$ cat config.mk
export PLATFORM = sky130hd
export DESIGN_NAME = bus_master_dma
export DESIGN_NICKNAME = d
export VERILOG_FILES = /design/src/rtl/bus_pkg.sv /design/src/rtl/dma_buf.sv /design/src/rtl/bus_master_dma.sv
export SDC_FILE = /design/constraint.sdc
export NUM_CORES = 1
export LEC_CHECK = 0
export CORE_ASPECT_RATIO = 1.2
export CORE_MARGIN = 8
export CORE_UTILIZATION = 61
export CTS_BUF_LIST = sky130_fd_sc_hd__clkbuf_16
export DETAILED_ROUTE_END_ITERATION = 8
export PLACE_DENSITY = 0.85
export SETUP_SLACK_MARGIN = 0.2
export SYNTH_ARGS = -nofsm -noshare
export SYNTH_HDL_FRONTEND = slang
export SYNTH_HIERARCHICAL = 1
export SYNTH_SLANG_ARGS = --single-unit
$ cat constraint.sdc
create_clock -name clk -period 7.9 [get_ports clk]
set_clock_uncertainty 0.2 [all_clocks]
set_input_delay 1.58 -clock clk [delete_from_list [all_inputs] [get_ports clk]]
set_output_delay 1.58 -clock clk [all_outputs]
set_load 0.02 [all_outputs]
$ cat src/rtl/bus_pkg.sv
// Shared definitions for the 3-master/8-slave bus and the masters that plug into it.
package bus_pkg;
  localparam int ADDR_W     = 8;
  localparam int DATA_W     = 32;
  localparam int NUM_SLAVES = 8;

  typedef enum logic [2:0] {IDLE, RD, RD_WAIT, WR, GAP, DONE} dma_state_t;
endpackage

$ cat src/rtl/dma_buf.sv
// Chunk buffer for the DMA master: one synchronous write port, one asynchronous read port.
module dma_buf
  import bus_pkg::*;
#(
  parameter int DEPTH = 4,
  parameter int IW    = 2
) (
  input  logic              clk,
  input  logic              reset,
  input  logic              we,
  input  logic [IW-1:0]     waddr,
  input  logic [DATA_W-1:0] wdata,
  input  logic [IW-1:0]     raddr,
  output logic [DATA_W-1:0] rdata
);

  logic [DATA_W-1:0] mem [DEPTH];

  always_ff @(posedge clk) begin
    if (reset) begin
      for (int i = 0; i < DEPTH; i++) mem[i] <= '0;
    end else if (we) begin
      mem[waddr] <= wdata;
    end
  end

  assign rdata = mem[raddr];

endmodule

$ cat src/rtl/bus_master_dma.sv
// Bus master that copies a block of words in chunks of up to BURST words:
// read a chunk into the local buffer, write it out, then free the bus for one cycle.
module bus_master_dma
  import bus_pkg::*;
#(
  parameter int BURST      = 4,
  parameter int RD_LATENCY = 1
) (
  input  logic              clk,
  input  logic              reset,
  input  logic              start,
  input  logic [ADDR_W-1:0] src_addr,
  input  logic [ADDR_W-1:0] dst_addr,
  input  logic [ADDR_W-1:0] length,
  output logic              busy,
  output logic              done,
  output logic              m_req,
  output logic              m_wr,
  output logic [ADDR_W-1:0] m_address,
  output logic [DATA_W-1:0] m_dout,
  input  logic              m_grant,
  input  logic [DATA_W-1:0] m_din
);

  localparam int IW = (BURST > 1) ? $clog2(BURST) : 1;
  localparam int CW = $clog2(BURST) + 1;

  function automatic logic [CW-1:0] chunk_of(input logic [ADDR_W-1:0] rem);
    if (rem >= ADDR_W'(BURST)) return CW'(BURST);
    return rem[CW-1:0];
  endfunction

  dma_state_t state, state_d;
  logic [ADDR_W-1:0] src_q, src_d, dst_q, dst_d, rem_q, rem_d;
  logic [CW-1:0]     chunk_q, chunk_d, rd_issue_q, rd_issue_d;
  logic [CW-1:0]     rd_cap_q, rd_cap_d, wr_idx_q, wr_idx_d;
  logic [RD_LATENCY-1:0] cap_sr;
  logic              rd_beat, wr_beat, cap_fire;
  logic              req_d, wr_d, busy_d, done_d;
  logic [ADDR_W-1:0] addr_d;
  logic [DATA_W-1:0] dout_d, buf_rdata;

  assign rd_beat  = m_req & m_grant & (state == RD);
  assign wr_beat  = m_req & m_grant & (state == WR);
  assign cap_fire = cap_sr[RD_LATENCY-1];

  dma_buf #(.DEPTH(BURST), .IW(IW)) u_buf (
    .clk   (clk),
    .reset (reset),
    .we    (cap_fire),
    .waddr (rd_cap_q[IW-1:0]),
    .wdata (m_din),
    .raddr (wr_idx_d[IW-1:0]),
    .rdata (buf_rdata)
  );

  always_comb begin
    state_d    = state;
    src_d      = src_q;
    dst_d      = dst_q;
    rem_d      = rem_q;
    chunk_d    = chunk_q;
    rd_issue_d = rd_issue_q;
    wr_idx_d   = wr_idx_q;
    rd_cap_d   = rd_cap_q + CW'(cap_fire);
    case (state)
      IDLE: begin
        if (start) begin
          src_d      = src_addr;
          dst_d      = dst_addr;
          rem_d      = length;
          chunk_d    = chunk_of(length);
          rd_issue_d = '0;
          rd_cap_d   = '0;
          wr_idx_d   = '0;
          state_d    = (length != '0) ? RD : DONE;
        end
      end
      RD: begin
        if (rd_beat) begin
          rd_issue_d = rd_issue_q + CW'(1);
          if (rd_issue_d == chunk_q) state_d = RD_WAIT;
        end
      end
      // Registered rd_cap guarantees the whole chunk is in the buffer before the first write word is read out
      RD_WAIT: if (rd_cap_q == chunk_q) state_d = WR;
      WR: begin
        if (wr_beat) begin
          wr_idx_d = wr_idx_q + CW'(1);
          if (wr_idx_d == chunk_q) begin
            src_d   = src_q + ADDR_W'(chunk_q);
            dst_d   = dst_q + ADDR_W'(chunk_q);
            rem_d   = rem_q - ADDR_W'(chunk_q);
            state_d = GAP;
          end
        end
      end
      GAP: begin
        if (rem_q != '0) begin
          chunk_d    = chunk_of(rem_q);
          rd_issue_d = '0;
          rd_cap_d   = '0;
          wr_idx_d   = '0;
          state_d    = RD;
        end else begin
          state_d = DONE;
        end
      end
      DONE:    state_d = IDLE;
      default: state_d = IDLE;
    endcase
  end

  // Outputs are computed from the next state so they appear registered with it
  always_comb begin
    req_d  = 1'b0;
    wr_d   = 1'b0;
    addr_d = m_address;
    dout_d = '0;
    busy_d = (state_d != IDLE);
    done_d = (state_d == DONE);
    case (state_d)
      RD: begin
        req_d  = 1'b1;
        addr_d = src_d + ADDR_W'(rd_issue_d);
      end
      RD_WAIT: req_d = 1'b1;
      WR: begin
        req_d  = 1'b1;
        wr_d   = 1'b1;
        addr_d = dst_d + ADDR_W'(wr_idx_d);
        dout_d = buf_rdata;
      end
      default: ;
    endcase
  end

  always_ff @(posedge clk) begin
    if (reset) begin
      state      <= IDLE;
      src_q      <= '0;
      dst_q      <= '0;
      rem_q      <= '0;
      chunk_q    <= '0;
      rd_issue_q <= '0;
      rd_cap_q   <= '0;
      wr_idx_q   <= '0;
      cap_sr     <= '0;
      busy       <= 1'b0;
      done       <= 1'b0;
      m_req      <= 1'b0;
      m_wr       <= 1'b0;
      m_address  <= '0;
      m_dout     <= '0;
    end else begin
      state      <= state_d;
      src_q      <= src_d;
      dst_q      <= dst_d;
      rem_q      <= rem_d;
      chunk_q    <= chunk_d;
      rd_issue_q <= rd_issue_d;
      rd_cap_q   <= rd_cap_d;
      wr_idx_q   <= wr_idx_d;
      cap_sr     <= RD_LATENCY'({cap_sr, rd_beat});
      busy       <= busy_d;
      done       <= done_d;
      m_req      <= req_d;
      m_wr       <= wr_d;
      m_address  <= addr_d;
      m_dout     <= dout_d;
    end
  end

endmodule

### Yosys cells after proc, flatten, opt, wreduce, memory -nomap -nowiden

Memory sizes are Yosys's and may differ from the RTL's. A register that Yosys moved wholly into a read port is not among the register bits.
Index checks and enable logic that the tools add are counted.

| word-level totals | value |
|---|---|
| input port bits | 60 |
| logic and storage cells | 112 |
| memories kept | 1 |
| register bits after elaboration | 52 |
| memory bits (writable) | 128 |
| output and inout port bits | 44 |

Memories:

| name | words | width | read ports | clocked after Yosys merged registers in | write ports | line | source |
|---|---|---|---|---|---|---|---|
| u_buf.mem | 4 | 32 | 1 | 1 | 4 | dma_buf.sv:17 | `logic [DATA_W-1:0] mem [DEPTH];` |

| cells by class | value |
|---|---|
| magnitude comparators | 2 |
| add/sub/neg operators | 8 |
| reduce and logical (&&, ||, !) cells | 12 |
| muxes and demuxes | 56 |
| equality and inequality tests | 15 |
| bitwise gates (word level) | 4 |

Operator list:

| operator | count |
|---|---|
| 8-bit two-way mux | 9 |
| 3-bit two-way mux | 22 |
| 8-bit one-hot mux with 2 select lines | 4 |
| 8-bit by 3-bit adder with 8-bit output | 4 |
| 32-bit two-way mux | 1 |
| 32-bit OR reduction | 1 |
| 3-bit one-hot mux with 3 select lines | 2 |
| 8-bit by 3-bit greater-or-equal comparator with 1-bit output (second input constant) | 2 |
| 8-bit nonzero test | 2 |
| 3-bit one-hot mux with 5 select lines | 1 |
| 1-bit two-way mux | 14 |
| 3-bit by 2-bit == test with 1-bit output (second input constant) | 4 |
| 3-bit one-hot mux with 2 select lines | 2 |
| 3-bit == test | 3 |
| 8-bit by 3-bit subtractor with 8-bit output | 1 |
| 3-bit by 1-bit adder with 3-bit output (second input constant) | 2 |
| 3-bit by 1-bit == test with 1-bit output (second input constant) | 2 |
| 3-bit == test (second input constant) | 2 |
| 2-bit inequality test (second input constant) | 3 |
| 2-bit nonzero test | 3 |
| 4-bit AND reduction | 1 |
| 3-bit by 1-bit adder with 3-bit output | 1 |
| 1-bit AND | 3 |
| 3-bit logical NOT | 1 |
| other kinds (7) | 7 |

### Logic depth before layout (Yosys ltp)

Gate-level depths: netlist (run 1).

| logic depth | value |
|---|---|
| depth in word-level cells | 8 |
| gate-level depth with buffers | 17 |
| mapped depth without buffers | 16 |

### By module

The synthesis (run 1) kept the hierarchy.

Modules (own cells, without submodules):

| module | times used | cells an instance | sequential area each (µm²) | area each (µm²) |
|---|---|---|---|---|
| dma_buf | 1 | 317 | 3,843.7 | 5,621.6 |
| bus_master_dma | 1 | 477 | 1,681.6 | 4,275.4 |

### Worst setup path after synthesis (run 1)

No wires, ideal clock.

| timing path | value |
|---|---|
| kind | input port to flip-flop |
| from | input port start |
| to | register m_address[7] |
| slack | 3.243 ns |
| path buffers | 2 |
| required time | 7.626 ns |
| cell stages on the path | 13 |
| arrival time | 4.382 ns |
| setup time | 0.074 ns |
| cells stage by stage | nor4b_4 -> clkbuf_1 -> nor2_1 -> clkbuf_1 -> a21oi_1 -> inv_1 -> ha_1 -> a21o_1 -> a21oi_1 -> or3_4 -> nor3_2 -> or3b_1 -> a31oi_1 |

| on the way | value |
|---|---|
| cells in the longest elaborated chain, start to end | 4 |

Ends and longest elaborated chain:

| what | line | source |
|---|---|---|
| start, declared | bus_master_dma.sv:11 | `input logic start,` |
| 8-bit two-way mux | bus_master_dma.sv:68 | `if (start) begin` |
| 8-bit one-hot mux with 2 select lines | bus_master_dma.sv:66 | `case (state)` |
| via dst_d[1] | bus_master_dma.sv:34 | `logic [ADDR_W-1:0] src_q, src_d, dst_q, dst_d, rem_q, rem_d;` |
| 8-bit by 3-bit adder with 8-bit output | bus_master_dma.sv:131 | `addr_d = dst_d + ADDR_W'(wr_idx_d);` |
| 8-bit one-hot mux with 2 select lines | bus_master_dma.sv:122 | `case (state_d)` |
| end signal, assigned | bus_master_dma.sv:169 | `m_address <= addr_d;` |
| end, declared | bus_master_dma.sv:19 | `output logic [ADDR_W-1:0] m_address,` |

The timed path passes the listed nets, and every way through them passes these cells.
A chain may end at the register's enable or synchronous reset.

### Final worst setup path (run 1)

| timing path | value |
|---|---|
| from | input port m_grant |
| to | register m_address[7] |

| on the way | value |
|---|---|
| cells in the longest elaborated chain, start to end | 6 |

Ends and longest elaborated chain:

| what | line | source |
|---|---|---|
| start, declared | bus_master_dma.sv:21 | `input logic m_grant,` |
| 1-bit AND (2 in a row) | bus_master_dma.sv:44 | `assign wr_beat = m_req & m_grant & (state == WR);` |
| 8-bit two-way mux | bus_master_dma.sv:88 | `if (wr_beat) begin` |
| 8-bit one-hot mux with 2 select lines | bus_master_dma.sv:66 |  |
| via src_d[1] | bus_master_dma.sv:34 |  |
| 8-bit by 3-bit adder with 8-bit output | bus_master_dma.sv:125 | `addr_d = src_d + ADDR_W'(rd_issue_d);` |
| 8-bit one-hot mux with 2 select lines | bus_master_dma.sv:122 |  |

The timed path passes the listed nets, and every way through them passes these cells.

==> flow_metrics.tcl, run 1 <==
set metrics [dict create \
    yosys_warnings 6 \
    antenna_found_initial 1 \
    critPathLaunchType "primary input" \
    fin_area_um2 11800 \
    tns_ps 0 \
    gp_congestion 0.912 \
    crit_end "m_address[7]" \
    synth_nets 878 \
    period_share_pct 71.2 \
    reg2reg_to "m_address[7]" \
    drive_gt1_share_pct 14.5 \
    synth.largest_area_cell "edfxtp_1" \
    pin_count 104 \
    dp_hpwl_mm 15.3 \
    cp_max_fo 14 \
    synth_area_leaders "edfxtp_1 39%, dfxtp_1 17%, and2_1 8.4%" \
    ff2ff_path_depth 15 \
    die-area_um2 20600 \
    synth_cell_type_count 74 \
    wl_per_cell_um 21.0 \
    crit_buf_inv 3 \
    die_y_um 156 \
    power_leakage_nw 4.40 \
    grt_pass1_wl_mm 37.3 \
    synth_seq_cells 212 \
    worstSetupEndpointType "register" \
    initial_core_util_pct 61.5 \
    area_growth_pct 19.3 \
    grtUsageTotal_pct 22.7 \
    clock_latency_ps 500 \
    grt_pass1_vias 7140 \
    syn_avg_cell_area_um2 12.5 \
    cp.arrival_ps 5830 \
    synth_top_area_share_pct 38.8 \
    synth_edf_count 128 \
    clock-sinks 212 \
    status "completed" \
    drv_cap 0 \
    path_delay_family "simple AND/OR/NAND/NOR gates" \
    final_net_count 971 \
    r2r_slack_ps 2800 \
    finalWirelength_mm 23.4 \
    core_area_um2 16100 \
    avgViaCountPerCell 6.00 \
    peakVddDrop_mv 0.185 \
    synth-seq-area-share_pct 55.8 \
    post_cts_resized 0 \
    cts_max_path_buffers 3 \
    cp_slowest_cell "nor3_1" \
    drtIter0Drc 564 \
    slew_headroom_pct 22.8 \
    critPathKind "in2reg" \
    post_cts_buffers 0 \
    path_cells "clkdlybuf4s50_1, and2_1, nand2_1, nor3_1, nor2_1, a21oi_1, inv_1, ha_1, a21o_1, a21oi_1, inv_1, o31ai_1, nor4_2, xnor2_1, a22oi_2, a31oi_1" \
    cp.required_ps 8110 \
    die_w_um 132 \
    clk_pin_slew_ps 60 \
    final_util_pct 73.4 \
    vias 6683 \
    antenna_left 0 \
    power.total_mw 2.49 \
    cts_tree "done" \
    fmax_ghz 0.178 \
    path_depth 16 \
    cts_hold_buffers 0 \
    numPortBuffers 103 \
    place_area_um2 11100 \
    synthArstFlopShare_pct 0 \
    worstMarginPinSlew_ps 1150 \
    hold_violations 0 \
    n_antenna_cell 0 \
    overflow 0 \
    synth_ff_type "edfxtp_1" \
    rsz0062_at_grt "false" \
    maxSlewViolCount 0 \
    drt-pass1-iter-count 5 \
    p_per_area_nw_per_um2 211 \
    root_buffer "clkbuf_16" \
    finalCriticalPeriod_ps 5620 \
    worstReg2RegStart "state[0]" \
    cts_buffers 21 \
    htreeDepth 1 \
    drcViolationCount 0 \
    hp-class "reg2reg" \
    netlist_area_um2 9900 \
    setup_viol 0 \
    startpoint "m_grant" \
    rows 51 \
    cpPeakStageDelay_ps 770 \
    grt_max_degree 59 \
    syn_inst 794 \
]
==> layer usage <==
layer | global-route usage, % | part of all wire, % | vias up
met2 | 42.0 | 52 | 258
li1 | - | - | 3057
met5 | 0 | 0.043 | -
met4 | 7.48 | 2.3 | 2
met3 | 3.80 | 6.5 | 50
met1 | 26.2 | 39 | 3316
==> area by class of cell <==
type,instances,area (um^2)
clock buffers,21,526
inverters,19,71.3
fillers,1041,4270
clock inverters,17,214
repair buffers,108,1060
well taps,212,265
multi-input cells,525,4140
flip-flops and latches,212,5530
==> layout by cell type (no fill, tap or decap), types with 5 or more instances in the layout <==
cell type	synthesis	routed
nand2_1	48	48
a21o_1	5	5
xnor2_1	12	12
clkbuf_16	0	21
a22oi_1	9	9
o21ai_0	23	22
fa_1	5	5
ha_1	19	19
a21oi_1	28	28
mux4_2	32	32
nor2b_1	12	11
and2_2	32	32
inv_1	19	22
and2_1	133	133
nor2_1	53	53
nor3_1	12	12
edfxtp_1	128	128
xor2_1	6	6
bufinv_16	0	5
clkdlybuf4s50_1	0	102
nor4_1	10	10
dfxtp_1	84	84
buf_4	0	5
a211oi_1	9	9
==> tightest hold or removal path: stages, from the launching register on <==
cell     delay [ps]
dfxtp_1         310
nand2_1          50
a21oi_1          50
==> logic make-up (layout without fill, tap and decap cells) <==
group / Yosys count / after routing / share of synthesized area (%)
buffers and inverters: 57 / 165 / 2.68
AND/OR/NAND/NOR: 342 / 342 / 20.6
adder cells (fa/ha/maj): 24 / 24 / 3.41
AO/OA/AOI/OAI: 104 / 104 / 7.61
multiplexers: 33 / 33 / 7.38
flip-flops: 212 / 212 / 55.8
XOR/XNOR: 22 / 22 / 2.52
==> synth_stat cells, types with 2 or more instances <==
library cell and number:
buf_2 8, a22oi_1 9, o21bai_1 2, a221oi_1 2
a31o_2 2, and2_1 133, nand4_1 3, nand3_1 3
or3_1 3, nor4_1 10, a211oi_1 9, dfxtp_1 84
xnor2_1 12, o311ai_0 2, a31oi_1 2, ha_1 19
xor3_1 2, or3_4 3, nor2_1 53, o311a_1 2
a21o_1 5, clkbuf_2 9, a21oi_1 28, and4bb_2 2
nand3b_1 3, nand2_1 48, nor2b_1 12, nor4b_4 2
a22o_1 2, mux4_2 32, nor3_1 12, clkbuf_1 17
o21ai_0 23, edfxtp_1 128, xor2_1 6, fa_1 5
inv_1 19, nor3b_1 4, nor4_2 2, nor3_2 2
and2_2 32, nand2b_1 3, buf_6 4
==> per-stage QoR <==
step | setup slack [ps] | instances | hold slack (ps)
2_1_floorplan | 3240 | 794 | 257
3_3_place_gp | 2110 | 1076 | 250
3_5_place_dp | 1930 | 1076 | 255
4_1_cts | 2370 | 1114 | 263
5_1_grt | 1990 | 1114 | 286
6_report | 2280 | 1114 | 260
==> worst min path at each step <==
stage | from | to | slack, ps | depth (start not counted)
after detailed placement | m_address[4] | m_address[4] | 260 | 2
after global routing | m_address[4] | m_address[4] | 290 | 2
after global placement | m_address[6] | m_address[6] | 250 | 2
after CTS | m_address[4] | m_address[4] | 260 | 2
final | m_address[4] | m_address[4] | 260 | 2
after floorplan | rem_q[6] | rem_q[6] | 260 | 2
==> power by group <==
group	leakage [nW]	switching (mW)	internal, mW	total [mW]
combinational	2.03	0.108	0.0885	0.196
clock	0.365	0.416	0.650	1.07
sequential	2.01	0.0244	1.21	1.23
total	4.40	0.548	1.95	2.49
==> state kept, by name, summed over array words and instances (netlist names) <==
signal / cells
m_dout: 32
wr_idx_q: 3
done: 1
rd_issue_q: 3
cap_fire: 1
src_q: 8
busy: 1
state: 3
chunk_q: 3
dst_q: 8
m_address: 8
u_buf/mem: 128
rem_q: 8
rd_cap_q: 3
m_req: 1
m_wr: 1
(Power assumes the default switching activity.)
==> inputs of run 2 (changes only) <==
CORE_UTILIZATION = 51   (was 61)
PLACE_DENSITY = 0.76   (was 0.85)
clock period = 5 ns   (was 7.9 ns; I/O delays follow)
==> flow_metrics.tcl, run 2 (synthesis results as in run 1) <==
set metrics [dict create \
    final_net_count 979 \
    fill_cells 1484 \
    p_int_mw 3.01 \
    antenna_found_initial 0 \
    r2r_slack_ps 940 \
    final_common_cell "and2_1" \
    overflow 0 \
    largest_register_ff_count 128 \
    clock-sinks 212 \
    area_growth_pct 20.3 \
    power.share.clock_pct 41.9 \
    avgViaCountPerCell 5.49 \
    period_share_pct 81.1 \
    p_comb_share_pct 8.0 \
    initial_core_util_pct 51.4 \
    cp.required_ps 5230 \
    drive_gt1_share_pct 15.3 \
    hold_violations 0 \
    place_area_um2 11200 \
    antenna_left 0 \
    core_area_um2 19300 \
    cp.arrival_ps 4280 \
    cts_hold_buffers 0 \
    dpl_worst_slack_ps 474 \
    clock_latency_ps 510 \
    grt_pass1_vias 6621 \
    root_buffer "clkbuf_16" \
    cts_tree "done" \
    clk_pin_slew_ps 60 \
    htreeDepth 1 \
    p_seq_share_pct 50.1 \
    post_cts_buffers 0 \
    reg_top3 "u_buf/mem: 128 flops, m_dout: 32 flops" \
    drv_cap 0 \
    grt_max_degree 35 \
    p_switching_mw 0.869 \
    swShare_pct 22.4 \
    worstMarginPinSlew_ps 1160 \
    final_cell_mix "133 x and2_1, 128 x edfxtp_1, 102 x clkdlybuf4s50_1" \
    numPortBuffers 103 \
    die_y_um 169 \
    slew_headroom_pct 22.3 \
    fin_area_um2 11900 \
    die_w_um 143 \
    drt-pass1-iter-count 5 \
    vias 6439 \
    peakVddDrop_mv 0.212 \
    grtUsageTotal_pct 18.4 \
    cts_max_path_buffers 3 \
    critPathKind "reg2reg" \
    die-area_um2 24100 \
    hp-class "reg2reg" \
    post_cts_resized 0 \
    drcViolationCount 0 \
    p_per_area_nw_per_um2 326 \
    grt_pass1_wl_mm 34.9 \
    dp_hpwl_mm 14.3 \
    layout_setup_ws_ps 945 \
    status "completed" \
    cts_buffers 22 \
    pin_count 104 \
    critPathLaunchType "register" \
    wl_per_cell_um 18.7 \
    fmax_ghz 0.247 \
    maxSlewViolCount 0 \
    gp_congestion 0.904 \
    finalCriticalPeriod_ps 4060 \
    rsz0062_at_grt "false" \
    drtIter0Drc 456 \
    finalWirelength_mm 21.9 \
    largest_register "u_buf/mem" \
    worstSetupEndpointType "register" \
    power_leakage_nw 4.43 \
    setup_viol 0 \
    n_antenna_cell 0 \
    cp_max_fo 13 \
    rows 56 \
    tns_ps 0 \
]
## run 2: cell count changes in the layout (fill, tap and decap cells not counted), moves of 2 or more
cell,delta
buf_4,+7
bufinv_16,-2
clkinv_1,+2
clkinv_2,+4
clkinvlp_4,-2
## run 2: stage by stage
stage / instances / power (mW) / hold slack, ps / util (%)
3_5_place_dp: 1132 / 2.29 / 263 / 58.0
6_report: 1172 / 3.88 / 266 / 61.8
2_1_floorplan: 794 / 2.15 / 257 / -
5_1_grt: 1172 / 4.01 / 292 / 61.8
3_3_place_gp: 1132 / 2.29 / 251 / 58.0
4_1_cts: 1172 / 3.91 / 273 / 61.8
## run 2: routing by layer
metal / GRT usage, % / vias to the layer above / routed length [um]
li1: - / 3069 / -
met1: 22.0 / 3137 / 9000
met2: 32.9 / 187 / 11200
met3: 2.87 / 46 / 1100
met4: 6.48 / 0 / 612
met5: 0 / - / 0
## run 2: worst max-delay path, cell delays in order (launching register included)
cell and delay [ps]:
dfxtp_1 520, and3b_1 550, nand2_1 350, nor3_1 350
nor2_1 150, a21oi_1 330, inv_1 80, ha_1 280
a21o_1 180, a21oi_1 220, or3_4 180, nor3_2 40
or3b_1 380, a31oi_1 160
## run 2: power by group through the flow
| stage | combinational, mW | sequential, mW | clock [mW] |
|---|---|---|---|
| 2_1_floorplan | 0.176 | 1.98 | 0 |
| 3_3_place_gp | 0.306 | 1.98 | 0 |
| 3_5_place_dp | 0.308 | 1.98 | 0 |
| 4_1_cts | 0.311 | 1.95 | 1.65 |
| 5_1_grt | 0.339 | 1.95 | 1.72 |
| 6_report | 0.310 | 1.95 | 1.62 |
## run 2: area by class of cell
cell class	count	area (um^2)	share of cell area, %
clock inverters	18	170	1.43
inverters	19	71.3	0.599
clock buffers	22	551	4.63
well taps	261	327	2.74
multi-input cells	525	4140	34.8
repair buffers	115	1120	9.38
flip-flops and latches	212	5530	46.4
## run 2: final timing paths
check	start	to	cells past startpoint
worst max-delay path	state[0]	m_address[7]	13
worst min-delay path	m_address[4]	m_address[4]	2
worst max register to register	state[0]	m_address[7]	13
worst min register to register	m_address[4]	m_address[4]	2
==> inputs of run 3 (changes only) <==
clock period = 3.5 ns   (was 5 ns; I/O delays follow)
==> flow_metrics.tcl, run 3 (synthesis results as in run 1) <==
set metrics [dict create \
    drt-pass1-iter-count 5 \
    initial_core_util_pct 51.4 \
    vias 6497 \
    gp_congestion 0.879 \
    holdWs_ps 266 \
    antenna_found_initial 1 \
    htreeDepth 1 \
    n_antenna_cell 0 \
    core_area_um2 19300 \
    cts_buffers 22 \
    clock_latency_ps 500 \
    final_util_pct 64.3 \
    drtIter0Drc 380 \
    period_share_pct 90.8 \
    multi_input_area_um2 4270 \
    largest_register "u_buf/mem" \
    cp.arrival_ps 3340 \
    slew_headroom_pct 44.2 \
    finalCriticalPeriod_ps 3180 \
    largest_register_ff_count 128 \
    fmax_ghz 0.315 \
    finalWirelength_mm 22.2 \
    pin_count 104 \
    layout_setup_ws_ps 322 \
    drv_cap 0 \
    reg_top3 "u_buf/mem: 128 flops, m_dout: 32 flops" \
    hp-class "reg2reg" \
    critPathLaunchType "primary input" \
    final_net_count 1028 \
    worstSetupEndpointType "register" \
    die-area_um2 24100 \
    rsz0062_at_grt "true" \
    grtUsageTotal_pct 18.7 \
    fill_cells 1464 \
    peakVddDrop_mv 0.388 \
    clock-sinks 212 \
    cts_max_path_buffers 3 \
    area_growth_pct 25.3 \
    critPathKind "in2reg" \
    worstMarginPinSlew_ps 834 \
    dp_hpwl_mm 14.6 \
    regArea_um2 5530 \
    grt_pass1_vias 6860 \
    antenna_left 0 \
    drcViolationCount 0 \
    root_buffer "clkbuf_16" \
    status "completed" \
    wl_per_cell_um 18.2 \
    maxSlewViolCount 0 \
    power_leakage_nw 4.73 \
    die_w_um 143 \
    grt_pass1_wl_mm 35.5 \
    p_per_area_nw_per_um2 447 \
    fin_cells 1221 \
    overflow 0 \
    drive_gt1_share_pct 21.6 \
    final_common_cell "and2_1" \
    rows 56 \
    die_y_um 169 \
    clk_pin_slew_ps 60 \
    final_cell_mix "132 x and2_1, 128 x edfxtp_1, 101 x clkdlybuf4s50_1" \
    ff2ff_path_depth 15 \
    cp_max_fo 3 \
    avgViaCountPerCell 5.32 \
    cp.required_ps 3670 \
    numPortBuffers 103 \
    dpl_worst_slack_ps -325 \
    cts_tree "done" \
    dp.cells 1174 \
    grt_max_degree 36 \
    setup_viol 0 \
    hold_depth 2 \
    hold_violations 0 \
]
## run 3: cell count changes in the layout (fill, tap and decap cells not counted), sizes merged
cell / change
buf: +49
clkinv: -7
inv: +7
bufinv: -1
clkbuf: +1
clkdlybuf4s50: -1
dlymetal6s2s: +1
## run 3: power by group
group	switching [mW]	internal, mW
Sequential	0.0460	2.73
Clock	0.923	1.33
Combinational	0.263	0.250
Total	1.23	4.31
## run 3: what timing repair did
action | in CTS | in global routing
setup buffers | 1 | 6
endpoints found under the setup margin | 2 | 39
pin swaps | 2 | 12
hold buffers | 0 | 0
resized for setup | 3 | 20
## run 3: per-layer routing
metal | vias to the layer above | GRT usage, % | part of all wire (%)
li1 | 3169 | - | -
met3 | 19 | 3.33 | 4.9
met2 | 149 | 34.1 | 53
met1 | 3158 | 21.9 | 41
met4 | 2 | 4.91 | 1.2
met5 | - | 0 | 0.036
## run 3: layout make-up
cell class	instances	share of cell area [%]
clock buffers	23	4.64
inverters	19	0.575
repair buffers	164	12.1
well taps	261	2.63
multi-input cells	525	34.5
clock inverters	17	0.999
flip-flops and latches	212	44.6
## run 3: worst paths after layout
check | startpoint | to | slack (ps)
worst max register to register | wr_idx_q[1] | m_address[6] | 330
worst max-delay path | start | m_address[6] | 320
worst min-delay path | m_address[4] | m_address[4] | 270
worst min register to register | m_address[4] | m_address[4] | 270
## run 3: stage by stage
stage | setup TNS (ps) | cell area [um^2] | total power, mW
after floorplan | 0 | 9960 | 3.09
after global placement | -5160 | 11600 | 3.31
after detailed placement | -8540 | 11600 | 3.31
after CTS | 0 | 12300 | 5.56
after global routing | 0 | 12400 | 5.73
final | 0 | 12400 | 5.54
## run 3: worst max-delay path, cell delays in order
cell             delay [ps]
clkdlybuf4s50_1         470
o21ai_2                 190
a41oi_2                  80
buf_4                   200
nor2_1                  130
nand2_1                 120
o21ai_4                  70
ha_1                    180
inv_1                    60
fa_1                    380
inv_1                    70
a21oi_1                  90
nor4_2                  190
xnor2_1                 120
a22oi_1                 190
a21oi_1                  90
